## src/rtl/trace_pkg.sv

```systemverilog
// rtl/trace_pkg.sv - shared state encoding and default widths for the trace readout block
package trace_pkg;
   localparam int DEF_DATA_WIDTH = 8;
   localparam int DEF_ADDR_WIDTH = 4;

   typedef enum logic [1:0] {
      IDLE   = 2'd0,
      STREAM = 2'd1,
      DRAIN  = 2'd2,
      DONE   = 2'd3
   } state_t;
endpackage

```

## src/rtl/trace_rd_skid.sv

```systemverilog
// rtl/trace_rd_skid.sv - 2-entry skid buffer carrying payload plus last flag
module trace_rd_skid #(
   parameter int WIDTH = 8
) (
   input  logic             clk,
   input  logic             reset,
   input  logic             clear,
   input  logic             in_valid,
   input  logic [WIDTH-1:0] in_data,
   input  logic             in_last,
   output logic             out_valid,
   output logic [WIDTH-1:0] out_data,
   output logic             out_last,
   input  logic             out_ready,
   output logic [1:0]       level
);
   logic [WIDTH-1:0] d0, d1;
   logic             l0, l1;
   logic [1:0]       cnt;
   logic             pop;

   assign pop       = (cnt != 2'd0) && out_ready;
   assign out_valid = (cnt != 2'd0);
   assign out_data  = d0;
   assign out_last  = l0;
   assign level     = cnt;

   // Entry 0 is always the head, so it never moves while the consumer stalls.
   always_ff @(posedge clk) begin
      if (reset || clear) begin
         cnt <= 2'd0;
         d0  <= '0;
         d1  <= '0;
         l0  <= 1'b0;
         l1  <= 1'b0;
      end else begin
         case ({in_valid, pop})
            2'b10: begin
               if (cnt == 2'd0) begin
                  d0 <= in_data;
                  l0 <= in_last;
               end else begin
                  d1 <= in_data;
                  l1 <= in_last;
               end
               cnt <= cnt + 2'd1;
            end
            2'b01: begin
               d0  <= d1;
               l0  <= l1;
               cnt <= cnt - 2'd1;
            end
            2'b11: begin
               if (cnt == 2'd1) begin
                  d0 <= in_data;
                  l0 <= in_last;
               end else begin
                  d0 <= d1;
                  l0 <= l1;
                  d1 <= in_data;
                  l1 <= in_last;
               end
            end
            default: ;
         endcase
      end
   end
endmodule

```

## src/rtl/trace_reader.sv

```systemverilog
// rtl/trace_reader.sv - trace RAM readout to stream, oldest sample first
// Optional beat ordinal output o_index is enabled by TRACE_READER_INDEX_EN.
module trace_reader import trace_pkg::*; #(
   parameter int DATA_WIDTH = DEF_DATA_WIDTH,
   parameter int ADDR_WIDTH = DEF_ADDR_WIDTH
) (
   input  logic                  clk,
   input  logic                  reset,
   input  logic                  start,
   input  logic                  abort,
   input  logic [ADDR_WIDTH-1:0] waddr,
   input  logic [ADDR_WIDTH:0]   count,
   output logic                  mem_ren,
   output logic [ADDR_WIDTH-1:0] mem_raddr,
   input  logic [DATA_WIDTH-1:0] mem_rdata,
   output logic                  o_valid,
   output logic [DATA_WIDTH-1:0] o_data,
   output logic                  o_last,
   input  logic                  o_ready,
   output logic                  busy,
   output logic                  done
`ifdef TRACE_READER_INDEX_EN
   , output logic [ADDR_WIDTH:0] o_index
`endif
);
   localparam int DEPTH = 1 << ADDR_WIDTH;
   localparam int CW    = ADDR_WIDTH + 1;
`ifdef TRACE_READER_INDEX_EN
   localparam int PW    = DATA_WIDTH + CW;
`else
   localparam int PW    = DATA_WIDTH;
`endif

   state_t                state, state_next;
   logic [ADDR_WIDTH-1:0] raddr, base;
   logic [CW-1:0]         count_sat, rem_issue;
   logic                  inflight, inflight_last;
   logic [1:0]            level;
   logic [2:0]            occupancy;
   logic                  pop, can_issue, last_issue;
   logic [PW-1:0]         in_payload, out_payload;

   assign count_sat  = (count > CW'(DEPTH)) ? CW'(DEPTH) : count;
   assign base       = waddr + ADDR_WIDTH'(1) - count_sat[ADDR_WIDTH-1:0];
   assign pop        = o_valid && o_ready;
   // Reserve room for every read already in flight; a same-cycle pop frees one slot.
   assign occupancy  = {1'b0, level} + {2'b00, inflight};
   assign can_issue  = occupancy <= ({2'b00, pop} + 3'd1);
   assign last_issue = (rem_issue == CW'(1));
   assign mem_raddr  = raddr;

   always_comb begin
      state_next = state;
      mem_ren    = 1'b0;
      busy       = (state != IDLE);
      done       = 1'b0;
      case (state)
         IDLE: begin
            if (start) state_next = (count_sat == '0) ? DONE : STREAM;
         end
         STREAM: begin
            mem_ren = can_issue && !abort;
            if (mem_ren && last_issue) state_next = DRAIN;
         end
         DRAIN: begin
            if (pop && o_last) state_next = DONE;
         end
         DONE: begin
            done       = 1'b1;
            state_next = IDLE;
         end
         default: state_next = IDLE;
      endcase
   end

`ifdef TRACE_READER_INDEX_EN
   logic [CW-1:0] idx_issue, inflight_idx;

   always_ff @(posedge clk) begin
      if (reset) begin
         idx_issue    <= '0;
         inflight_idx <= '0;
      end else if (state == IDLE) begin
         idx_issue <= '0;
      end else if (mem_ren) begin
         idx_issue    <= idx_issue + CW'(1);
         inflight_idx <= idx_issue;
      end
   end

   assign in_payload = {inflight_idx, mem_rdata};
   assign o_index    = out_payload[DATA_WIDTH +: CW];
`else
   assign in_payload = mem_rdata;
`endif

   always_ff @(posedge clk) begin
      if (reset) begin
         state         <= IDLE;
         raddr         <= '0;
         rem_issue     <= '0;
         inflight      <= 1'b0;
         inflight_last <= 1'b0;
      end else begin
         state         <= abort ? IDLE : state_next;
         inflight      <= mem_ren;
         inflight_last <= mem_ren && last_issue;
         if (state == IDLE && start && !abort) begin
            raddr     <= base;
            rem_issue <= count_sat;
         end else if (mem_ren) begin
            raddr     <= raddr + ADDR_WIDTH'(1);
            rem_issue <= rem_issue - CW'(1);
         end
      end
   end

   trace_rd_skid #(.WIDTH(PW)) u_skid (
      .clk       (clk),
      .reset     (reset),
      .clear     (abort),
      .in_valid  (inflight),
      .in_data   (in_payload),
      .in_last   (inflight_last),
      .out_valid (o_valid),
      .out_data  (out_payload),
      .out_last  (o_last),
      .out_ready (o_ready),
      .level     (level)
   );

   assign o_data = out_payload[DATA_WIDTH-1:0];
endmodule

```

## config.mk

```make
export PLATFORM = sky130hd
export DESIGN_NAME = trace_reader
export DESIGN_NICKNAME = d
export VERILOG_FILES = /design/src/rtl/trace_pkg.sv /design/src/rtl/trace_rd_skid.sv /design/src/rtl/trace_reader.sv
export SDC_FILE = /design/constraint.sdc
export NUM_CORES = 1
export LEC_CHECK = 0
export CELL_PAD_IN_SITES_DETAIL_PLACEMENT = 1
export CELL_PAD_IN_SITES_GLOBAL_PLACEMENT = 1
export CORE_MARGIN = 4
export CORE_UTILIZATION = 38
export CTS_CLUSTER_DIAMETER = 80
export DETAILED_ROUTE_END_ITERATION = 16
export GPL_TIMING_DRIVEN = 0
export MAX_ROUTING_LAYER = met4
export PLACE_DENSITY_LB_ADDON = 0.1
export SYNTH_ARGS = -nofsm -noshare
export SYNTH_HDL_FRONTEND = slang
export SYNTH_SLANG_ARGS = --single-unit
```

## constraint.sdc

```tcl
create_clock -name clk -period 3 [get_ports clk]
set_input_delay 0.45 -clock clk [delete_from_list [all_inputs] [get_ports clk]]
set_output_delay 0.45 -clock clk [all_outputs]
set_load 0.03 [all_outputs]
```

==> impl_metrics.tcl, run 1 <==
set metrics [dict create \
    status "finished clean" \
    grt_usage_pct 17.8 \
    synthArstFlopShare_pct 0 \
    numCtsBuffers 5 \
    portBuffers 38 \
    fin_ws_ps 139 \
    wl_um 4810 \
    ys.flop_type "dfxtp_1" \
    ys_warn_count 0 \
    worstSkewPairLatency_ps 290 \
    die_w_um 78.5 \
    first_pass_iters 4 \
    first_iter_violations 43 \
    synth_fa_ha_area_share_pct 14.7 \
    finClkSkew_ps 3.36 \
    initial_core_util_pct 39.5 \
    antenna_found_initial 0 \
    rsz0062_at_grt "false" \
    design.core.area_um2 4790 \
    ir_worst_vdd_mv 0.265 \
    p_seq_share_pct 45.4 \
    grt_max_degree 11 \
    setup_viol 0 \
    synthCells 210 \
    layout_commonest_cell "clkdlybuf4s50_1" \
    syn_to_final_growth_pct 31.4 \
    fill_cells 573 \
    drive_above_1_share_pct 10.4 \
    hold_class "reg2reg" \
    ios 39 \
    fin_crit_sh_pct 95.4 \
    clockBufferDepth 2 \
    syn-num-nets 253 \
    synth_mux_area_share_pct 4.77 \
    worstSetupPathType "reg2out" \
    leakagePower_uw 0.000941 \
    synth-edff-count 0 \
    cp_max_fo 8 \
    arrival_ps 2410 \
    cts_root_buffer "clkbuf_8" \
    slew_headroom_pct 45.7 \
    synthXorXnorAreaFrac_pct 3.51 \
    ys_seq_area_share_pct 34.9 \
    hold_violations 0 \
    dpl_worst_slack_ps -636 \
    combPwrFrac_pct 24.1 \
    wl_per_cell_um 14.7 \
    num_rows 25 \
    diodes 0 \
    via_per_inst 5.08 \
    globalplace.congestion 0.775 \
    drc_errors 0 \
    setup_tns_ps 0 \
    tightest_slew_ps 808 \
    final_cell_mix "36 x clkdlybuf4s50_1, 31 x dfxtp_1, 30 x nor2_1" \
    cp-end-kind "primary output" \
    htree_levels 2 \
    cts.sinks 33 \
    grt_pass1_wl_um 8320 \
    powerDensity_nw_per_um2 425 \
    final_nets 301 \
    synth_compound_gate_area_share_pct 15.5 \
    grt.overflow.total 0 \
    yosys.cell_types.count 41 \
    avgSynthCellArea_um2 9.00 \
    netSwitchingPower_uw 312 \
    routed-via-count 1655 \
    clock.fmax_ghz 0.350 \
    critical_path_required_ps 2550 \
    synth_top_family_by_area "simple AND/OR/NAND/NOR gates" \
    synth-simple-area-share_pct 20.4 \
    start_kind "flip-flop" \
    finalMaxSlewViolations 0 \
    synth_area_um2 1890 \
    synth.ff_latch_count 33 \
    path_clk_slew_ps 70 \
    switching_share_pct 29.6 \
    intPower_uw 744 \
    cts_tree "yes" \
    dieArea_um2 6170 \
    period_minus_slack_ps 2860 \
    cap_violations 0 \
    dp_hpwl_um 3640 \
    clockPowerShare_pct 30.5 \
    grt_pass1_vias 1740 \
    ant_nets 0 \
    die_h_um 78.5 \
]
## registers in the layout, indices dropped and copies added, names as in the netlist
name / flops
u_skid.l1: 1
state: 2
mem_raddr: 4
u_skid.level: 2
inflight_last: 1
u_skid.d1: 8
u_skid.out_data: 8
u_skid.out_last: 1
inflight: 1
rem_issue: 5
## Yosys cell counts (2+ instances only)
library cell	count	area [um^2]
a311oi_1	5	43.8
o21ai_0	5	25.0
nand3_1	2	10.0
clkbuf_1	6	22.5
nand3b_1	5	37.5
nand2_1	5	18.8
a221oi_1	9	78.8
or2_2	2	12.5
xnor2_1	2	17.5
a21oi_1	7	35.0
o41ai_1	2	17.5
nor3_1	12	60.1
mux2i_1	9	90.1
nor2b_1	2	12.5
nor2_1	30	113
fa_1	2	40.0
a211oi_1	6	45.0
or3_1	4	25.0
inv_1	20	75.1
ha_1	19	238
dfxtp_1	33	661
nand2b_1	2	12.5
xor2_1	3	26.3
## worst paths after layout
check	start	slack, ps	cells past startpoint	end
worst max-delay path	u_skid.level[1]$_SDFFE_PP0P_	140	9	mem_ren
worst min-delay path	u_skid.out_data[4]$_SDFFE_PP0P_	490	2	u_skid.out_data[4]$_SDFFE_PP0P_
worst max register to register	u_skid.level[1]$_SDFFE_PP0P_	320	11	mem_raddr[3]$_SDFFE_PP0P_
worst min register to register	u_skid.out_data[4]$_SDFFE_PP0P_	490	2	u_skid.out_data[4]$_SDFFE_PP0P_
## power by group through the flow
stage | clock [uW] | combinational (uW) | sequential [uW]
after floorplan | 0 | 138 | 502
after global placement | 0 | 244 | 489
after detailed placement | 0 | 249 | 490
after CTS | 335 | 256 | 481
after global routing | 358 | 285 | 483
final | 322 | 254 | 480
## timing repair
item / CTS / global route
hold endpoints to repair: 0 / 0
cloned: 0 / 0
hold buffers: 0 / 0
endpoints found under the setup margin: 1 / 1
setup buffers: 2 / 1
resized for setup: 13 / 5
pin swaps: 1 / 2
## per-layer routing
layer	share of wire [%]	track usage (%)
met5	0	-
met1	49	22.4
met4	2.1	7.87
met3	3.9	4.70
met2	45	26.7
## per-stage QoR
step	total power [uW]	std cells	instance area (um^2)	util, %	hold slack, ps
2_1_floorplan	640	210	1890	-	462
3_3_place_gp	734	315	2350	49.2	475
3_5_place_dp	739	315	2350	49.2	485
4_1_cts	1070	325	2470	51.6	496
5_1_grt	1130	326	2480	51.9	526
6_report	1060	326	2480	51.9	492
## worst max-delay path, cell delays in order, from the launching register on
cell and delay (ps):
dfxtp_2 320, inv_2 100, ha_4 180, nand2b_4 150
inv_2 60, fa_1 470, or3_4 400, a22oi_2 180
inv_2 80, buf_4 170
## area by class of cell
type	count	area, um^2	area share (%)
Clock buffer	8	80.1	3.22
Inverter	21	78.8	3.17
Multi-Input combinational cell	148	1140	45.8
Tap cell	67	83.8	3.38
Sequential cell	33	666	26.8
Timing Repair Buffer	41	399	16.1
Buffer	8	38.8	1.56
## cell families after synthesis
logic type / count (synthesis)
compound gates: 39
xor+xnor: 6
fa+ha+maj: 21
simple gates: 73
flops: 33
buf+inv: 29
mux: 9
Note: power is estimated with default switching activity, not from simulation.
==> run 2, diff against run 1 <==
- CTS_CLUSTER_SIZE: default -> 14
- SKIP_LAST_GASP: default -> 1
==> results of run 2 <==
No change in the layout: final DEF, timing and power equal those of run 1.
==> run 3, diff against run 2 <==
--- a/config.mk
+++ b/config.mk
@@ -15,5 +15,5 @@
 export GPL_TIMING_DRIVEN = 0
 export MAX_ROUTING_LAYER = met4
-export PLACE_DENSITY_LB_ADDON = 0.1
+export PLACE_DENSITY_LB_ADDON = 0.2
 export SKIP_LAST_GASP = 1
 export SYNTH_ARGS = -nofsm -noshare
==> constraint.sdc (replaced) <==
create_clock -name clk -period 3 [get_ports clk]
set_input_delay 0.6 -clock clk [delete_from_list [all_inputs] [get_ports clk]]
set_output_delay 0.6 -clock clk [all_outputs]
set_load 0.03 [all_outputs]
==> impl_metrics.tcl, run 3 (synthesized netlist as in run 1, its figures left out) <==
set metrics [dict create \
    clock.fmax_ghz 0.345 \
    initial_core_util_pct 39.5 \
    setup_viol 0 \
    leakagePower_uw 0.000967 \
    design.core.area_um2 4790 \
    final_nets 305 \
    grt_pass1_vias 1810 \
    holdPathStages 2 \
    layout_commonest_cell "clkdlybuf4s50_1" \
    via_per_inst 5.22 \
    finalMaxSlewViolations 0 \
    fin_crit_sh_pct 96.5 \
    clockBufferDepth 2 \
    grt_usage_pct 17.6 \
    finClkSkew_ps 7.57 \
    period_minus_slack_ps 2900 \
    powerDensity_nw_per_um2 424 \
    hold_slack_ps 495 \
    postCtsHoldBufs 0 \
    die_w_um 78.5 \
    cp_max_fo 7 \
    antenna_found_initial 0 \
    die_h_um 78.5 \
    arrival_ps 2300 \
    hold_class "reg2reg" \
    syn_to_final_growth_pct 33.4 \
    hold_violations 0 \
    grt.overflow.total 0 \
    diodes 0 \
    ant_nets 0 \
    ios 39 \
    tightest_slew_ps 841 \
    fill_cells 580 \
    critical_path_required_ps 2400 \
    start_kind "primary input" \
    rrSetupSlack_ps 240 \
    drc_errors 0 \
    crit-reg2reg-launch "u_skid.level[0]$_SDFFE_PP0P_" \
    first_pass_iters 7 \
    final_cell_mix "36 x clkdlybuf4s50_1, 30 x nor2_1, 30 x dfxtp_1" \
    cap_violations 0 \
    r2r_end "rem_issue[1]$_SDFFE_PP0P_" \
    dpl_worst_slack_ps -961 \
    status "finished clean" \
    multi_input_area_um2 1140 \
    cp-end-kind "primary output" \
    cts_root_buffer "clkbuf_8" \
    drive_above_1_share_pct 13.3 \
    whs_endpoint "u_skid.out_data[1]$_SDFFE_PP0P_" \
    fin_ws_ps 104 \
    worstSetupPathType "in2out" \
    cts_tree "yes" \
    routed-via-count 1723 \
    slew_headroom_pct 43.9 \
    globalplace.congestion 0.754 \
    hp-start "u_skid.out_data[1]$_SDFFE_PP0P_" \
    ir_worst_vdd_mv 0.260 \
    dp_hpwl_um 3540 \
    portBuffers 38 \
    worstSkewPairLatency_ps 290 \
    dieArea_um2 6170 \
    htree_levels 2 \
    grt_max_degree 11 \
    first_iter_violations 42 \
    grt_pass1_wl_um 8370 \
    wl_per_cell_um 14.9 \
    num_rows 25 \
    numCtsBuffers 5 \
    cts.sinks 33 \
    wl_um 4930 \
    r2r_cells 12 \
    rsz0062_at_grt "false" \
    path_clk_slew_ps 70 \
    regArea_um2 664 \
]
## run 3: changes by cell type in the layout (fill, tap and decap cells not counted), sizes merged
| cell | previous run | this run |
|---|---|---|
| buf | 6 | 10 |
| clkbuf | 14 | 12 |
| clkinv | 0 | 2 |
| clkdlybuf4s15 | 0 | 1 |
| dlygate4sd2 | 1 | 0 |
## run 3: area by class of cell
type,instances,share of cell area (%)
Tap cell,67,3.33
Inverter,21,3.13
Sequential cell,33,26.4
Multi-Input combinational cell,148,45.1
Clock inverter,2,0.397
Clock buffer,6,2.88
Buffer,8,1.54
Timing Repair Buffer,45,17.3
## run 3: worst max-delay path, stage by stage
cell and delay, ps:
clkdlybuf4s15_2 260, nand2b_4 110, inv_2 50, fa_1 460, or3_4 390, a22oi_2 200, inv_2 90, buf_6 140
## run 3: metal layers
layer,GRT usage [%],up-vias,part of all wire (%)
met1,21.5,819,46
li1,-,857,-
met2,28.6,36,48
met4,4.90,0,1.7
met3,4.59,11,3.7
met5,-,-,0
## run 3: repair_timing
item                                    in CTS  in global routing
setup buffers                                6                  1
pin swaps                                    2                  2
gates resized for setup                     17                  3
cloned                                       0                  0
endpoints found under the setup margin       4                  1
## run 3: stage by stage
| stage | TNS [ps] | std cells | instance area, um^2 | util (%) | total power (uW) |
|---|---|---|---|---|---|
| after floorplan | 0 | 210 | 1890 | - | 640 |
| after global placement | -2690 | 315 | 2350 | 49.2 | 733 |
| after detailed placement | -3560 | 315 | 2350 | 49.2 | 737 |
| after CTS | 0 | 329 | 2510 | 52.4 | 1070 |
| after global routing | 0 | 330 | 2520 | 52.7 | 1130 |
| final | 0 | 330 | 2520 | 52.7 | 1070 |
## run 3: worst max path at each step
stage                                             from  endpoint  slack [ps]  cells after the start
after global routing      u_skid.level[0]$_SDFFE_PP0P_   mem_ren           6                      9
after CTS                          inflight$_SDFF_PP0_   mem_ren          10                      7
after floorplan           u_skid.level[0]$_SDFFE_PP0P_   mem_ren         300                      8
after detailed placement                       o_ready   mem_ren        -960                      8
final                                          o_ready   mem_ren         100                      8
after global placement                         o_ready   mem_ren        -910                      8
## run 3: where the power goes
| group | internal [uW] | leakage (uW) | switching, uW |
|---|---|---|---|
| combinational | 123 | 0.000653 | 135 |
| sequential | 459 | 0.000269 | 21.2 |
| clock | 161 | 0.0000450 | 170 |
==> variant 1 (flow settings as in run 2) <==
Set the package constant `DEF_DATA_WIDTH` to 12 (it was 8).
--- a/src/rtl/trace_pkg.sv
+++ b/src/rtl/trace_pkg.sv
@@ -2,3 +2,3 @@
 package trace_pkg;
-   localparam int DEF_DATA_WIDTH = 8;
+   localparam int DEF_DATA_WIDTH = 12;
    localparam int DEF_ADDR_WIDTH = 4;
Interface: changed (resized mem_rdata and o_data); port bits go from 39 to 47. No check against the original RTL was run, so the function may have changed too.
==> variant 1 against run 2 <==
Hold slack got worse by 0.65 ps. Fmax decreased by 0.41%. Count of clock-buffer cells in the layout down 1. Cell area rose by 16%. Routed wire length rose by 17%. Register-to-register slack got worse by 110 ps. Setup slack got worse by 12 ps. Critical path type unchanged. First-iteration DRC count unchanged. Sequential cell count grew 8. Total power increased by 25%. Sequential share of layout area up 1.7 points. Critical path depth unchanged. Synthesized area increased by 16%.
==> variant 1: results (changes against run 2) <==
Outcome
  – Run status: complete, no violations (unchanged)

Timing
  – Worst clock skew: 8.41 ps (was 3.36 ps)
  – Worst-margin pin slew: 548 ps (was 808 ps)
  – Final hold slack: 491 ps (was 492 ps)
  – Max Freq: 348 MHz (was 350 MHz)

Place
  – GP Congestion: 0.755 (was 0.775)
  – Setup slack at placement: -582 ps (was -636 ps)
  – IO buf count: 46 (was 38)
  – Placed Instances: 359 (was 315)
  – DP Area: 0.00274 mm^2 (was 0.00235 mm^2)
  – DP HPWL: 4210 um (was 3640 um)

GRT
  – Met1 capacity usage during global routing: 21.2% (was 22.4%)
  – Vias in the first global route: 2133 (was 1740)
  – Largest net degree at the start of global routing: 13 (was 11)
  – GRT met2 Usage: 30.0% (was 26.7%)

Yosys
  – Synth top cells by count: 41 x dfxtp_1, 38 x nor2_1, 20 x inv_1 (was 33 x dfxtp_1, 30 x nor2_1, 20 x inv_1)
  – Cells after Synth: 241 (was 210)
  – Cell variety after synth: 40 (was 41)
  – Post-Syn Nets: 288 (was 253)

Detailed routing
  – Wire length on met3: 151 um (was 189 um)
  – Met2 WL: 2770 um (was 2160 um)
  – DR vias: 1940 (was 1655)
  – TritonRoute pass-1 iters: 5 (was 4)

Finish
  – Nets: 343 (was 301)
  – Fill cells: 666 (was 573)
  – Fraction of layout instances using a drive strength above 1: 8.75% (was 10.4%)
  – Post-route insts no fill: 369 (was 326)

Power and ir drop
  – Switching share of power: 27.0% (was 29.6%)
  – Leakage power: 1.07 nW (was 0.941 nW)
  – Clk pwr share: 34.8% (was 30.5%)
  – Clock Power: 0.460 mW (was 0.322 mW)
  – P_comb: 0.272 mW (was 0.254 mW)
  – Worst VDD drop: 0.000256 V (was 0.000265 V)

Worst setup path
  – Crit path capture: mem_ren (unchanged)
  – R2r startpoint: u_skid.level[0] (was u_skid.level[1])
  – Worst reg2reg setup slack: 210 ps (was 320 ps)

CTS
  – Worst-Skew Late Latency: 290 ps (about the same)
  – PostCTS Resize Cnt: 11 (was 13)

Hold path
  – Hold Crit Endpoint: u_skid.out_data[5] (was u_skid.out_data[4])
  – Hold Crit Start: u_skid.out_data[5] (was u_skid.out_data[4])
[variant 1: area by class of cell]
type / instances / share of cell area, %
timing repair buffer: 48 / 16.2
sequential: 41 / 28.5
buffer: 11 / 1.73
clock buffer: 7 / 2.99
tap: 72 / 3.12
inverter: 21 / 2.73
multi-input combinational: 168 / 43.7
clock inverter: 1 / 1.04
[variant 1: cell families after synthesis]
| logic type | after synthesis | synth area share [%] |
|---|---|---|
| adder cells (fa/ha/maj) | 21 | 12.7 |
| buffers and inverters | 32 | 5.89 |
| flip-flops | 41 | 37.5 |
| AO/OA/AOI/OAI | 43 | 15.0 |
| multiplexers | 13 | 5.95 |
| AND/OR/NAND/NOR | 85 | 19.9 |
| XOR/XNOR | 6 | 3.03 |
[variant 1: worst max-delay path, cell delays in order, from the launching register on]
cell	delay (ps)
dfxtp_4	370
inv_1	110
ha_4	190
nand2b_4	140
inv_2	60
fa_1	480
or3_4	360
a22oi_2	180
inv_2	80
buf_2	180
==> variant 2 (flow settings as in run 2) <==
Without the edit above. Encoding of `state_t`: now one-hot (4 bits for 4 states).
--- a/src/rtl/trace_pkg.sv
+++ b/src/rtl/trace_pkg.sv
@@ -5,7 +5,7 @@
 
-   typedef enum logic [1:0] {
-      IDLE   = 2'd0,
-      STREAM = 2'd1,
-      DRAIN  = 2'd2,
-      DONE   = 2'd3
+   typedef enum logic [3:0] {
+      IDLE   = 4'b0001,
+      STREAM = 4'b0010,
+      DRAIN  = 4'b0100,
+      DONE   = 4'b1000
    } state_t;
Check against the original RTL: no difference found for any inputs over 10 cycles, from zero or initial values and one cycle with reset high; not proved beyond that.
==> variant 2 against run 2 <==
Total power grew 5.9%. Cell area up 2.4%. Largest power group is now clock. Routed wire length is 1.6% lower. Global-route usage decreased by 0.52 points. Setup slack better by 24 ps. Synthesized area increased by 0.33%. Sequential cell count grew 2.
==> variant 2: results (changes against run 2) <==
Outcome
  – Run status: complete, no violations (unchanged)

Yosys
  – Post-Syn Nets: 237 (was 253)
  – Synth Area in XOR/XNOR: 5.34% (was 3.51%)
  – Post-synthesis mux area share: 5.80% (was 4.77%)
  – Yosys Warn Count: 0 (unchanged)
  – Cells after Synth: 199 (was 210)
  – Complex-gate fraction of the synthesized area: 17.5% (was 15.5%)
  – Cell variety after synth: 42 (was 41)
  – Seq/Total Area, Yosys: 36.9% (was 34.9%)
  – Post-Synth Adder-Cell Area: 11.3% (was 14.7%)
  – Synth top cells by count: 35 x dfxtp_1, 25 x nor2_1, 17 x inv_1 (was 33 x dfxtp_1, 30 x nor2_1, 20 x inv_1)
  – Largest cells by area after synthesis: dfxtp_1 37%, ha_1 9.2%, mux2i_1 5.8%, nor2_1 4.9%, a221oi_1 4.2% (was dfxtp_1 35%, ha_1 13%, nor2_1 6.0%, mux2i_1 4.8%, a221oi_1 4.2%)
  – Async S/R FF share, synth: 0% (unchanged)

Power and ir drop
  – Combinational share of power: 11.5% (was 24.1%)
  – Leakage power: 0.929 nW (was 0.941 nW)
  – Worst VDD drop: 0.000230 V (was 0.000265 V)
  – Sequential share of power: 43.1% (was 45.4%)
  – Int Pwr: 0.872 mW (was 0.744 mW)

Place
  – GP Congestion: 0.768 (was 0.775)
  – DP HPWL: 3390 um (was 3640 um)
  – Placed Instances: 303 (was 315)
  – Setup slack at placement: -946 ps (was -636 ps)
  – IO buf count: 37 (was 38)

Detailed routing
  – WL/cell: 15.0 um (was 14.7 um)
  – Vias/cell: 5.15 (was 5.08)
  – DR iter-0 viols: 53 (was 43)
  – TritonRoute pass-1 iters: 4 (unchanged)

GRT
  – Vias in the first global route: 1762 (was 1740)
  – Largest net degree at the start of global routing: 13 (was 11)
  – First-pass GRT wire length: 8270 um (was 8320 um)
  – GRT Overall Usage: 17.2% (was 17.8%)
  – Initial antenna violation count: 0 (unchanged)

CTS
  – Root Driver: clkbuf_8 (unchanged)
  – Clk slew on worst S/H paths: 80 ps
  – Clock Path Buffers: 2 (unchanged)
  – Total CTS buffers: 5 (unchanged)
  – Worst-Skew Late Latency: 280 ps
  – CTS HTree Levels: 2 (unchanged)

Worst setup path
  – CP peak stage delay: 500 ps (was 470 ps)
  – Crit path max fanout: 6 (was 8)
  – Worst EP arrival: 2390 ps (was 2410 ps)
  – CP max-delay cell: fa_2 (was fa_1)

Finish
  – Diode count: 0 (unchanged)
  – Post-route insts no fill: 315 (was 326)
  – Fraction of layout instances using a drive strength above 1: 10.1% (was 10.4%)
  – Nets: 285 (was 301)
  – Fill cells: 563 (was 573)

Timing
  – Fin. Hold Viols: 0 (unchanged)
  – Rel. slew slack: 43.3% (was 45.7%)
  – Worst clock skew: 6.41 ps (was 3.36 ps)
  – Max-slew violation count: 0 (unchanged)

Hold path
  – Hold Path Class: reg -> reg (unchanged)
## variant 2: per-layer routing
metal | part of all wire, % | global-route usage [%]
met5 | 0 | -
met4 | 1.4 | 5.59
met3 | 5.0 | 4.59
met2 | 49 | 30.2
met1 | 44 | 18.9
## variant 2: timing repair
action	CTS	global route
setup endpoints to repair	2	2
pin swaps	3	0
setup buffers	4	0
resized for setup	10	3
## variant 2: per-stage QoR
step	setup TNS, ps	hold slack, ps	utilization, %	instance area, um^2	total power, mW
2_1_floorplan	0	462	-	1900	0.561
3_3_place_gp	-2930	474	49.1	2350	0.621
3_5_place_dp	-2990	482	49.1	2350	0.622
4_1_cts	0	497	53.2	2550	1.13
5_1_grt	0	530	53.2	2540	1.17
6_report	0	493	53.2	2540	1.12
## variant 2: final cells by class
| class | instances | area (um^2) | area share, % |
|---|---|---|---|
| inverters | 18 | 67.6 | 2.66 |
| well taps | 67 | 83.8 | 3.30 |
| multi-input cells | 139 | 1130 | 44.4 |
| repair buffers | 41 | 398 | 15.6 |
| clock buffers | 5 | 68.8 | 2.71 |
| flip-flops and latches | 35 | 702 | 27.6 |
| plain buffers | 7 | 26.3 | 1.03 |
| clock inverters | 3 | 67.6 | 2.66 |
## variant 2: final timing paths
path | start | to | slack, ps | cells after the start
worst min-delay path | u_skid.out_data[0] | u_skid.out_data[0] | 490 | 2
worst max-delay path | u_skid.level[1] | mem_ren | 160 | 8
worst max register to register | u_skid.level[1] | rem_issue[4] | 190 | 9
worst min register to register | u_skid.out_data[0] | u_skid.out_data[0] | 490 | 2
## variant 2: critical path, delay by kind of cell, from the launching register on
family                     cells  cell delay [ps]
buffers and inverters          3              350
adders and majority gates      2              740
DFF                            1              350
AOI/OAI and AO/OA              2              500
and+or+nand+nor                1              160
